[src/rtl/rou_msg_arb_if.sv]
// Message channel bundle shared by the roubus requesters and the round-robin arbiter output.
// Latency: none, this is wiring only.
// Backpressure: in_rdy/out_rdy carry the accept side of each valid/ready pair.
// Ports: in_msg/in_vld/in_rdy   NREQ packed requester messages with handshake
//        out_msg/out_vld/out_rdy registered granted message with handshake
//        out_src/locked          source index of out_msg, burst lock held
interface rou_msg_arb_if #(
   parameter int NREQ = 4,
   parameter int WID  = 171,
   parameter int SWID = $clog2(NREQ)
);
   logic [NREQ*WID-1:0] in_msg;
   logic [NREQ-1:0]     in_vld;
   logic [NREQ-1:0]     in_rdy;
   logic [WID-1:0]      out_msg;
   logic                out_vld;
   logic                out_rdy;
   logic [SWID-1:0]     out_src;
   logic                locked;

   // Environment side: drives requests and the downstream accept.
   modport master (
      output in_msg, in_vld, out_rdy,
      input  in_rdy, out_msg, out_vld, out_src, locked
   );

   // Arbiter side.
   modport slave (
      input  in_msg, in_vld, out_rdy,
      output in_rdy, out_msg, out_vld, out_src, locked
   );
endinterface

[src/rtl/rou_msg_arb.sv]
// Round-robin arbiter sharing one roubus message channel among NREQ requesters, with burst lock.
// Latency: 1 cycle, message accepted at edge N is on out_* from edge N; one message per cycle.
// Backpressure: out_vld & !out_rdy holds the output and drops every in_rdy to 0.
// Ports: clk, rst (async, active-high); bus (rou_msg_arb_if.slave):
//        in_msg/in_vld/in_rdy per requester, out_msg/out_vld/out_rdy/out_src, locked.
module rou_msg_arb #(
   parameter int DWID = 128,
   parameter int AWID = 32,
   parameter int TWID = 5,
   parameter int NREQ = 4
) (
   input  logic          clk,
   input  logic          rst,
   rou_msg_arb_if.slave  bus
);
   localparam int BWID = (DWID == 512) ? 6 :
                         (DWID == 256) ? 5 :
                         (DWID == 128) ? 4 :
                         (DWID == 64)  ? 3 : 2;
   localparam int WID  = 2 + DWID + AWID + BWID + TWID;
   localparam int SWID = $clog2(NREQ);

   // cmd code for a burst beat with more beats to follow
   localparam logic [1:0] CMD_MORE = 2'b11;

   logic [WID-1:0]  req_msg [NREQ];

   logic [WID-1:0]  out_msg_q, out_msg_d;
   logic            out_vld_q, out_vld_d;
   logic [SWID-1:0] out_src_q, out_src_d;
   logic            locked_q,  locked_d;
   logic [SWID-1:0] owner_q,   owner_d;
   logic [SWID-1:0] rr_q,      rr_d;

   logic            load;
   logic            gnt_vld;
   logic [SWID-1:0] gnt_idx;
   logic [WID-1:0]  gnt_msg;
   logic [NREQ-1:0] in_rdy_c;
   int              cand;
   logic [SWID-1:0] cand_idx;

   for (genvar i = 0; i < NREQ; i++) begin : g_unpack
      assign req_msg[i] = bus.in_msg[i*WID +: WID];
   end

   // Output register is free, or being emptied this cycle.
   assign load = !out_vld_q || bus.out_rdy;

   // Grant search. While locked only the owner may win. Otherwise scan from the
   // rr pointer upward with wrap; the scan runs high-to-low offset so the
   // lowest offset (closest to the pointer) overwrites and wins.
   always_comb begin
      gnt_vld  = 1'b0;
      gnt_idx  = '0;
      cand     = 0;
      cand_idx = '0;
      if (locked_q) begin
         gnt_vld = bus.in_vld[owner_q];
         gnt_idx = owner_q;
      end else begin
         for (int k = NREQ-1; k >= 0; k--) begin
            cand = int'(rr_q) + k;
            if (cand >= NREQ) begin
               cand = cand - NREQ;
            end
            cand_idx = SWID'(cand);
            if (bus.in_vld[cand_idx]) begin
               gnt_vld = 1'b1;
               gnt_idx = cand_idx;
            end
         end
      end
   end

   assign gnt_msg = req_msg[gnt_idx];

   // Ready is gated by rst so nothing is accepted while reset is asserted.
   always_comb begin
      in_rdy_c = '0;
      if (!rst && load && gnt_vld) begin
         in_rdy_c[gnt_idx] = 1'b1;
      end
   end

   always_comb begin
      out_msg_d = out_msg_q;
      out_vld_d = out_vld_q;
      out_src_d = out_src_q;
      locked_d  = locked_q;
      owner_d   = owner_q;
      rr_d      = rr_q;
      if (load) begin
         if (gnt_vld) begin
            out_msg_d = gnt_msg;
            out_src_d = gnt_idx;
            out_vld_d = 1'b1;
            if (gnt_msg[1:0] == CMD_MORE) begin
               // Burst continues: pin the channel to this requester, pointer stays.
               locked_d = 1'b1;
               owner_d  = gnt_idx;
            end else begin
               locked_d = 1'b0;
               rr_d     = (gnt_idx == SWID'(NREQ-1)) ? '0 : gnt_idx + SWID'(1);
            end
         end else begin
            // Nothing eligible: drain. Message and source hold their last values.
            out_vld_d = 1'b0;
         end
      end
   end

   always_ff @(posedge clk or posedge rst) begin
      if (rst) begin
         out_msg_q <= '0;
         out_vld_q <= 1'b0;
         out_src_q <= '0;
         locked_q  <= 1'b0;
         owner_q   <= '0;
         rr_q      <= '0;
      end else begin
         out_msg_q <= out_msg_d;
         out_vld_q <= out_vld_d;
         out_src_q <= out_src_d;
         locked_q  <= locked_d;
         owner_q   <= owner_d;
         rr_q      <= rr_d;
      end
   end

   assign bus.in_rdy  = in_rdy_c;
   assign bus.out_msg = out_msg_q;
   assign bus.out_vld = out_vld_q;
   assign bus.out_src = out_src_q;
   assign bus.locked  = locked_q;
endmodule

[src/flat_wrapper.sv]
// flat-port wrapper written by rule: the top's interface ports become plain ports
module rou_msg_arb_flat 
#(
   parameter int DWID = 128,
   parameter int AWID = 32,
   parameter int TWID = 5,
   parameter int NREQ = 4
)
  (clk, rst, bus_in_msg, bus_in_vld, bus_out_rdy, bus_in_rdy, bus_out_msg, bus_out_vld, bus_out_src, bus_locked);
  rou_msg_arb_if #(.NREQ(NREQ), .WID((2 + DWID + AWID + (4) + TWID)), .SWID((2))) bus_i ();
  input  logic clk;
  input  logic rst;
  input wire logic [$bits(bus_i.in_msg)-1:0] bus_in_msg;
  input wire logic [$bits(bus_i.in_vld)-1:0] bus_in_vld;
  input wire logic [$bits(bus_i.out_rdy)-1:0] bus_out_rdy;
  output wire logic [$bits(bus_i.in_rdy)-1:0] bus_in_rdy;
  output wire logic [$bits(bus_i.out_msg)-1:0] bus_out_msg;
  output wire logic [$bits(bus_i.out_vld)-1:0] bus_out_vld;
  output wire logic [$bits(bus_i.out_src)-1:0] bus_out_src;
  output wire logic [$bits(bus_i.locked)-1:0] bus_locked;
  assign bus_i.in_msg = bus_in_msg;
  assign bus_i.in_vld = bus_in_vld;
  assign bus_i.out_rdy = bus_out_rdy;
  assign bus_in_rdy = bus_i.in_rdy;
  assign bus_out_msg = bus_i.out_msg;
  assign bus_out_vld = bus_i.out_vld;
  assign bus_out_src = bus_i.out_src;
  assign bus_locked = bus_i.locked;
  rou_msg_arb #(.DWID(DWID), .AWID(AWID), .TWID(TWID), .NREQ(NREQ)) u_core (.clk(clk), .rst(rst), .bus(bus_i));
endmodule
[config.mk]
export PLATFORM = sky130hd
export DESIGN_NAME = rou_msg_arb_flat
export DESIGN_NICKNAME = d
export VERILOG_FILES = /design/src/rtl/rou_msg_arb_if.sv /design/src/rtl/rou_msg_arb.sv /design/src/flat_wrapper.sv
export SDC_FILE = /design/constraint.sdc
export NUM_CORES = 1
export LEC_CHECK = 0
export BUFFER_PORTS_ARGS = -buffer_cell sky130_fd_sc_hd__buf_2
export CORE_AREA = 2 2 339 341
export CTS_CLUSTER_DIAMETER = 200
export DETAILED_ROUTE_END_ITERATION = 8
export DIE_AREA = 0 0 341 343
export GPL_TIMING_DRIVEN = 0
export PLACE_DENSITY = 0.36
export SYNTH_ARGS = -nofsm -noshare
export SYNTH_HDL_FRONTEND = slang
export SYNTH_SLANG_ARGS = --single-unit
[constraint.sdc]
create_clock -name clk -period 10.04 [get_ports clk]
set_input_delay 1.004 -clock clk [delete_from_list [all_inputs] [get_ports clk]]
set_output_delay 1.004 -clock clk [all_outputs]
set_load 0.005 [all_outputs]
==> results.yml, run 1 <==
timing:
  worst-slew-pin-transition_ns: 1.19
  setup_viol: 0
  fin_skew_ns: 0.0149
  fin_setup_tns_ns: 0
  timing.final.crit_share_pct: 40.2
  hold-worst-slack_ns: 0.473
  max_freq_ghz: 0.248
  fin_crit_ns: 4.04
  final_max_slew_viol_count: 0
  rsz0062_at_grt: "false"
  slew_headroom_pct: 20.9
  hold_viol_final: 0
yosys:
  synth_cell_types: 32
  ys_warn_count: 0
  synthCells: 1021
  synth_area_um2: 11300
  ys_seq_elements: 179
  ys_seq_area_share_pct: 39.5
  syn_avg_cell_area_um2: 11.1
  syn-num-nets: 1716
detailed_routing:
  drt_iter0_markers: 354
  dr_total_vias: 12033
  ant_nets: 0
  vias_per_cell: 3.50
  wl_um: 79100
  drc: 0
  firstDrtPassIters: 4
  wire_per_inst_um: 23.0
placed_design:
  place.detailed.hpwl_um: 67000
  place_congestion: 0.814
  io_buffers: 869
  placed_cells: 3403
floorplanning:
  die_area_um2: 117000
  core_area_um2: 113000
  ios: 870
  die_y_um: 343
  die_w_um: 341
  rows: 124
  start_util_pct: 9.99
worst_setup_path:
  critical_path_peak_fanout: 11
  critPathLaunchType: "input port"
  cp_data_arrival_time_ns: 3.03
  slowest_delay_ns: 0.55
  required_ns: 9.04
  setup.worst_path.end_class: "primary output"
  path_buf_inv: 5
  crit_chain: "buf_2, a31o_2, o31ai_4, inv_2, buf_6, buf_6, ha_1, and3_1, buf_2"
  critPathKind: "input port to primary output"
  worst_path_max_delay_cell: "o31ai_4"
  crit_family: "buffers and inverters"
grt:
  grtUsageMet1_pct: 15.9
  grtUsageMet3_pct: 1.98
  first_global_vias: 12712
  grt_max_degree: 102
  grtUsageMet2_pct: 23.4
  grt_first_pass_wirelength_um: 103000
  antenna_found_initial: 18
  grt_use_total_pct: 13.0
  grt-ovfl-total: 0
  busiest_layer: "met2"
cts:
  cts_tree: "built"
  htree_levels: 4
  cts_resized: 0
  cts-root-buf: "clkbuf_16"
  cts_hold_buf: 0
  worstSkewPairLatency_ns: 0.52
  post-cts-setup-buffers: 0
  cts_buffers: 17
  clk_pin_slew_ns: 0.08
  clockBufferDepth: 2
  cts_sinks: 179
run:
  cap_violations: 0
cells_and_area:
  nets: 2605
  area_delta_synth_final_pct: 60.5
  finalNonFillerCells: 3439
  drive_above_1_share_pct: 51.3
  layout_common_cells: "900 x buf_2, 345 x mux2i_1, 179 x dfrtp_1"
  layout_commonest_cell: "buf_2"
status:
  status: "finished clean"
pwr:
  leakagePower_nw: 10.3
  ir_drop_v: 0.000142
  powerDensity_nw_per_um2: 308
min_path:
  min_path_type: "register to register"
[path summary, 6_finish.rpt]
kind | from | to | slack (ns) | cells after the start
setup / recovery | bus_in_vld[2] | bus_in_rdy[2] | 6.00 | 9
hold / removal | u_core.bus.out_msg[120] | u_core.bus.out_msg[120] | 0.47 | 1
setup reg to reg | u_core.rr_q[1] | u_core.bus.out_msg[100] | 6.42 | 9
hold reg to reg | u_core.bus.out_msg[120] | u_core.bus.out_msg[120] | 0.47 | 1
max in group asynchronous | rst | u_core.bus.out_msg[110] | 8.31 | 3
min in group asynchronous | rst | u_core.bus.out_msg[18] | 0.62 | 2
[cell type report]
class / count / area (um2)
clock inverters: 15 / 143
plain buffers: 95 / 626
diodes: 4 / 10.0
clock buffers: 17 / 425
well taps: 1512 / 1890
inverters: 5 / 26.3
flip-flops and latches: 179 / 4480
fillers: 12942 / 95200
repair buffers: 870 / 4380
multi-input cells: 742 / 6200
[sequential cells by signal (all words and copies together) (netlist names)]
| name | flops |
|---|---|
| u_core.bus.out_msg | 171 |
| u_core.bus.out_src | 2 |
| u_core.owner_q | 2 |
| u_core.rr_q | 2 |
| u_core.bus.locked | 1 |
| u_core.bus.out_vld | 1 |
[cells by family (layout without fill, tap and decap cells)]
kind of cell / Yosys count / after routing / synth area share (%)
fa+ha+maj: 4 / 4 / 0.442
buf+inv: 100 / 1002 / 5.69
simple gates: 36 / 36 / 1.73
flops: 179 / 179 / 39.5
compound gates: 354 / 354 / 21.7
mux: 348 / 348 / 30.9
other cells: 0 / 4 / 0
[routing by layer]
layer	vias up	routed length (um)
met2	507	40500
met4	4	1260
met1	5769	33100
met5	-	27
li1	5704	-
met3	49	4220
[cells in the mapped netlist]
library cell,count,area [um2]
a2111o_1,1,11.3
a21o_1,171,1280
a21oi_1,3,15.0
a22oi_1,1,7.51
a31o_2,1,8.76
and3_1,5,31.3
buf_2,31,155
buf_4,17,128
buf_6,22,248
clkbuf_1,24,90.1
clkbuf_2,1,5.00
dfrtp_1,179,4480
ha_1,4,50.1
inv_1,4,15.0
inv_2,1,3.75
mux2_2,2,22.5
mux2i_1,345,3450
mux4_2,1,22.5
nand2_1,16,60.1
nand2_2,3,18.8
nand2b_1,2,12.5
nor2_1,4,15.0
nor2b_1,2,12.5
nor2b_2,1,8.76
nor3_4,1,16.3
nor4b_2,1,15.0
o21bai_1,1,7.51
o22ai_1,173,1080
o2bb2ai_1,1,8.76
o31ai_4,1,21.3
o41a_1,1,11.3
or3_1,1,6.26
[where the power goes]
group          switching (W)  internal (W)  leakage (nW)
registers           0.000178       0.00108          2.19
clock network       0.000381      0.000328         0.272
logic                0.00215       0.00148          7.87
[metrics by stage]
step,total power [W],utilization [%],worst slack [ns],area [um2]
finish,0.00560,16.0,6.00,18200
global route,0.00602,16.0,5.88,18200
CTS,0.00583,16.0,5.98,18200
detailed placement,0.00507,15.5,5.59,17600
global placement,0.00506,15.5,0.482,17600
floorplan,0.00327,-,3.73,11300
No activity file was read; power rests on OpenSTA's default activity.
==> run 2, diff against run 1 <==
Settings changed: PLACE_DENSITY 0.36 to 0.37.
Clock period 10.04 ns to 3.4 ns, I/O delays scaled along.
==> run 2 against run 1 <==
Combinational power grew to 2.9 times the previous value. Global-route usage fell by 0.63 points. Clock power grew to 3.1 times the previous value. First-iteration DRC count up 32%. Cell count up 0.17%. Routed wire length decreased by 4.8%. Final area up 0.81%. Sequential share of layout area fell by 0.20 points. Register-to-register slack worse by 6.3 ns. Worst hold slack worse by 0.29 ns. Critical endpoint is now u_core.bus.out_msg[93]. Largest cell class unchanged.
==> results.yml, run 2 (synthesized netlist as in run 1, its figures left out) <==
status:
  status: "finished clean"
floorplanning:
  die_w_um: 341
  start_util_pct: 9.99
  die_area_um2: 117000
  rows: 124
  ios: 870
  core_area_um2: 113000
  die_y_um: 343
worst_setup_path:
  crit_top_cell: "nand2_2"
  cp_data_arrival_time_ns: 3.63
  worst_path_max_delay_cell: "dfrtp_1"
  rr_startpoint: "u_core.rr_q[1]"
  rr_endpoint: "u_core.bus.out_msg[93]"
  critical_path_peak_fanout: 10
  required_ns: 3.79
  critPathLaunchType: "register"
  r2r_slack_ns: 0.16
  slowest_delay_ns: 0.43
  critPathKind: "register to register"
  setup.worst_path.end_class: "register"
  reg2reg_depth: 9
  crit_chain: "nand2b_1, a2111o_1, nand2_2, inv_1, nand2_2, buf_4, buf_2, o22ai_1, a21o_1"
detailed_routing:
  firstDrtPassIters: 4
  wl_um: 75300
  drc: 0
  drt_iter0_markers: 468
  dr_total_vias: 12090
  wire_per_inst_um: 21.9
  ant_nets: 0
  vias_per_cell: 3.51
pwr:
  ir_drop_v: 0.000417
  powerDensity_nw_per_um2: 896
  leakagePower_nw: 10.4
grt:
  grt_first_pass_wirelength_um: 100000
  grt-ovfl-total: 0
  first_global_vias: 12688
  grt_max_degree: 35
  antenna_found_initial: 6
  grt_use_total_pct: 12.4
timing:
  rsz0062_at_grt: "false"
  fin_setup_tns_ns: 0
  fin_crit_ns: 3.24
  worst-slew-pin-transition_ns: 1.19
  final_max_slew_viol_count: 0
  setup_viol: 0
  fin_skew_ns: 0.0146
  max_freq_ghz: 0.308
  slew_headroom_pct: 20.9
  hold_viol_final: 0
  timing.final.crit_share_pct: 95.4
placed_design:
  place.detailed.hpwl_um: 64300
  io_buffers: 869
  placed_cells: 3407
  place_congestion: 0.802
cells_and_area:
  nets: 2614
  drive_above_1_share_pct: 51.5
  layout_common_cells: "899 x buf_2, 345 x mux2i_1, 179 x dfrtp_1"
  layout_commonest_cell: "buf_2"
  largest_reg_flops: 171
  area_delta_synth_final_pct: 61.8
  finalNonFillerCells: 3445
cts:
  worstSkewPairLatency_ns: 0.50
  cts-root-buf: "clkbuf_16"
  clockBufferDepth: 2
  cts_tree: "built"
  htree_levels: 4
  cts_buffers: 17
  cts_sinks: 179
  clk_pin_slew_ns: 0.08
min_path:
  min_path_type: "input port to register"
  worstHoldStart: "bus_in_vld[0]"
  holdPathEnd: "u_core.bus.out_vld"
  min_path_cells: 3
run:
  cap_violations: 0
==> run 2: cell count changes in the layout (fill, tap and decap cells not counted), sizes merged <==
cell / previous run / this run
buf: 940 / 948
bufinv: 0 / 3
inv: 12 / 9
clkinv: 5 / 3
diode: 4 / 2
clkbuf: 42 / 43
dlygate4sd3: 0 / 1
==> run 2: how the worst max path moves through the flow <==
stage | from | endpoint | slack, ns | cells past startpoint
finish | u_core.rr_q[1] | u_core.bus.out_msg[93] | 0.16 | 9
floorplan | rst | bus_in_rdy[0] | -0.37 | 2
CTS | u_core.owner_q[1] | u_core.bus.out_msg[6] | -0.08 | 7
detailed placement | bus_in_vld[3] | u_core.bus.out_msg[6] | -0.70 | 8
global route | u_core.rr_q[1] | u_core.bus.out_msg[93] | 0.0008 | 9
global placement | rst | bus_in_rdy[1] | -2.68 | 4
==> run 2: power breakdown <==
group	internal, W	switching (W)	total, W
Sequential	0.00320	0.000538	0.00374
Combinational	0.00440	0.00611	0.0105
Clock	0.00116	0.00100	0.00217
==> run 2: routing by layer <==
metal  global-route usage, %  routed length, um  up-vias
met4                    3.19               1280        2
met3                    2.68               4120       44
met1                    15.2              32200     5834
met2                    21.7              37700      502
li1                        -                  -     5708
met5                       0                 13        -
==> run 2: final cells by class <==
type,instances,area [um2]
Clock buffer,18,429
Antenna cell,2,5.00
Inverter,5,22.5
Clock inverter,13,171
Sequential cell,179,4480
Multi-Input combinational cell,742,6210
Tap cell,1512,1890
Timing Repair Buffer,879,4490
Fill cell,12891,95100
Buffer,95,631
==> run 2: metrics by stage <==
stage | hold WS (ns) | power [W] | util, % | setup WS, ns | cell area [um2]
after floorplan | 0.470 | 0.00966 | - | -0.373 | 11300
after global placement | 0.456 | 0.0146 | 15.5 | -2.68 | 17600
after detailed placement | 0.458 | 0.0147 | 15.6 | -0.698 | 17700
after CTS | 0.118 | 0.0170 | 16.1 | -0.0779 | 18300
after global routing | 0.156 | 0.0177 | 16.2 | 0.000831 | 18300
final | 0.184 | 0.0164 | 16.2 | 0.156 | 18300
==> run 2: what timing repair did <==
action                                  CTS  global route
pin swaps                                 0             1
gates resized for setup                   3             1
endpoints found under the setup margin   17             8
setup buffers                             0             4
hold endpoints to repair                 23             0
hold buffers                              1             0
==> run 2: critical path, delay by kind of cell, from the launching register on <==
family	cells	cell delay, ns
buffers and inverters	3	0.93
AOI/OAI and AO/OA	3	0.95
and+or+nand+nor	3	0.78
DFF	1	0.43
==> run 3, diff against run 2 <==
Settings changed: CELL_PAD_IN_SITES_DETAIL_PLACEMENT set to 1, CELL_PAD_IN_SITES_GLOBAL_PLACEMENT set to 2, CORE_AREA 2 2 339 341 to 2 2 343 345, DIE_AREA 0 0 341 343 to 0 0 345 347, PLACE_DENSITY 0.37 to 0.51.
==> run 3 against run 2 <==
Clock skew decreased by 0.00076 ns. Global-route usage rose by 0.84 points. First-iteration DRC count up 9.8%. Sequential power hardly changed. Combinational power about the same. Register-to-register slack gained 0.06 ns. Clock-buffer cell count unchanged. Worst hold slack worse by 0.0075 ns. Largest cell class unchanged. Highest routed layer unchanged.
==> results.yml, run 3 (synthesized netlist as in run 1, its figures left out) <==
cts:
  cts-root-buf: "clkbuf_16"
  htree_levels: 4
  worstSkewPairLatency_ns: 0.51
  cts_tree: "built"
  clk_pin_slew_ns: 0.08
  cts_buffers: 17
  cts_sinks: 179
  clockBufferDepth: 2
pwr:
  p_total_w: 0.0167
  ir_drop_v: 0.000340
  leakagePower_nw: 10.4
  powerDensity_nw_per_um2: 906
placed_design:
  pre_cts_ws_ns: -0.446
  place.detailed.hpwl_um: 70900
  io_buffers: 869
  place_congestion: 0.887
worst_setup_path:
  worst_path_max_delay_cell: "clkbuf_1"
  critPathLaunchType: "register"
  rr_startpoint: "u_core.owner_q[1]"
  r2r_slack_ns: 0.21
  setup.worst_path.end_class: "register"
  critPathKind: "register to register"
  critical_path_peak_fanout: 10
  reg2reg_depth: 7
  slowest_delay_ns: 0.65
  crit_chain: "mux4_2, nor2b_2, nor3_4, nand2_2, clkbuf_1, o22ai_1, a21o_1"
  rr_endpoint: "u_core.bus.out_msg[4]"
  cp_data_arrival_time_ns: 3.58
  crit_family: "simple AND/OR/NAND/NOR gates"
  required_ns: 3.80
  path_buf_inv: 1
run:
  cap_violations: 0
floorplanning:
  die_w_um: 345
  rows: 125
  start_util_pct: 9.79
  die_area_um2: 120000
  die_y_um: 347
  ios: 870
  core_area_um2: 116000
cells_and_area:
  largest_reg_flops: 171
  fillCellCount: 13773
  area_delta_synth_final_pct: 62.3
  final-seq-area_um2: 4480
  multi_input_area_um2: 6210
  layout_common_cells: "897 x buf_2, 345 x mux2i_1, 179 x dfrtp_1"
  nets: 2614
  layout_commonest_cell: "buf_2"
  drive_above_1_share_pct: 51.6
grt:
  first_global_vias: 13897
  grt_use_total_pct: 13.2
  grt_first_pass_wirelength_um: 110000
  antenna_found_initial: 18
  grt-ovfl-total: 0
  grt_max_degree: 38
timing:
  timing.final.crit_share_pct: 93.7
  slew_headroom_pct: 45.0
  final_max_slew_viol_count: 0
  setup_slack_ns: 0.213
  rsz0062_at_grt: "false"
  fin_crit_ns: 3.19
  hold_viol_final: 0
  setup_viol: 0
  hold-worst-slack_ns: 0.176
  max_freq_ghz: 0.314
  fin_setup_tns_ns: 0
  fin_skew_ns: 0.0138
  worst-slew-pin-transition_ns: 0.803
detailed_routing:
  vias_per_cell: 3.60
  wire_per_inst_um: 23.6
  wl_um: 81600
  dr_total_vias: 12476
  drt_iter0_markers: 514
  firstDrtPassIters: 4
  drc: 0
  ant_nets: 0
min_path:
  min_path_cells: 3
  holdPathEnd: "u_core.bus.out_vld"
  worstHoldStart: "bus_out_rdy"
  min_path_type: "input port to register"
status:
  status: "finished clean"
## run 3: worst min-delay path: cells and delay by family
| family | cells | cell delay, ns |
|---|---|---|
| simple gates | 1 | 0.07 |
| compound gates | 1 | 0.16 |
| buf+inv | 1 | 0.08 |
## run 3: stage by stage
step	util, %	instances	instance area, um2
2_1_floorplan	-	1021	11300
3_3_place_gp	15.2	3414	17600
3_5_place_dp	15.3	3419	17700
4_1_cts	15.8	3452	18300
5_1_grt	15.9	3460	18400
6_report	15.9	3463	18400
## run 3: metal layers
layer / GRT usage, % / vias to the layer above / wire, um
li1: - / 5721 / -
met1: 16.0 / 6117 / 33600
met2: 23.2 / 555 / 41100
met3: 3.03 / 73 / 5170
met4: 3.86 / 10 / 1700
met5: 0 / - / 64
## run 3: final cells by class
class                           instances  share of cell area [%]
Multi-Input combinational cell        742                    33.8
Timing Repair Buffer                  879                    24.4
Sequential cell                       179                    24.4
Tap cell                             1524                    10.4
Buffer                                 95                    3.46
Clock buffer                           18                    2.39
Clock inverter                         14                    1.02
Inverter                                5                   0.122
Antenna cell                            7                  0.0953
## run 3: power breakdown
group | switching (W) | leakage [nW] | internal, W | total [W]
clock network | 0.00112 | 0.301 | 0.00114 | 0.00226
logic | 0.00622 | 7.93 | 0.00442 | 0.0106
registers | 0.000571 | 2.19 | 0.00320 | 0.00377
total | 0.00791 | 10.4 | 0.00876 | 0.0167
## run 3: worst max-delay path by stage
stage	cells past startpoint	to	slack (ns)	from
floorplan	2	bus_in_rdy[0]	-0.37	rst
global placement	4	bus_in_rdy[2]	-2.77	rst
detailed placement	8	u_core.bus.out_msg[2]	-0.45	u_core.rr_q[1]
CTS	9	u_core.bus.out_msg[101]	0.01	u_core.rr_q[1]
global route	7	u_core.bus.out_msg[5]	0.005	u_core.owner_q[1]
finish	7	u_core.bus.out_msg[4]	0.21	u_core.owner_q[1]
## run 3: what timing repair did
item	4_1_cts	5_1_grt
setup endpoints to repair	23	6
buffers inserted	0	4
resized for setup	3	4
hold buffers	1	0
pin swaps	0	1
hold endpoints to repair	15	0
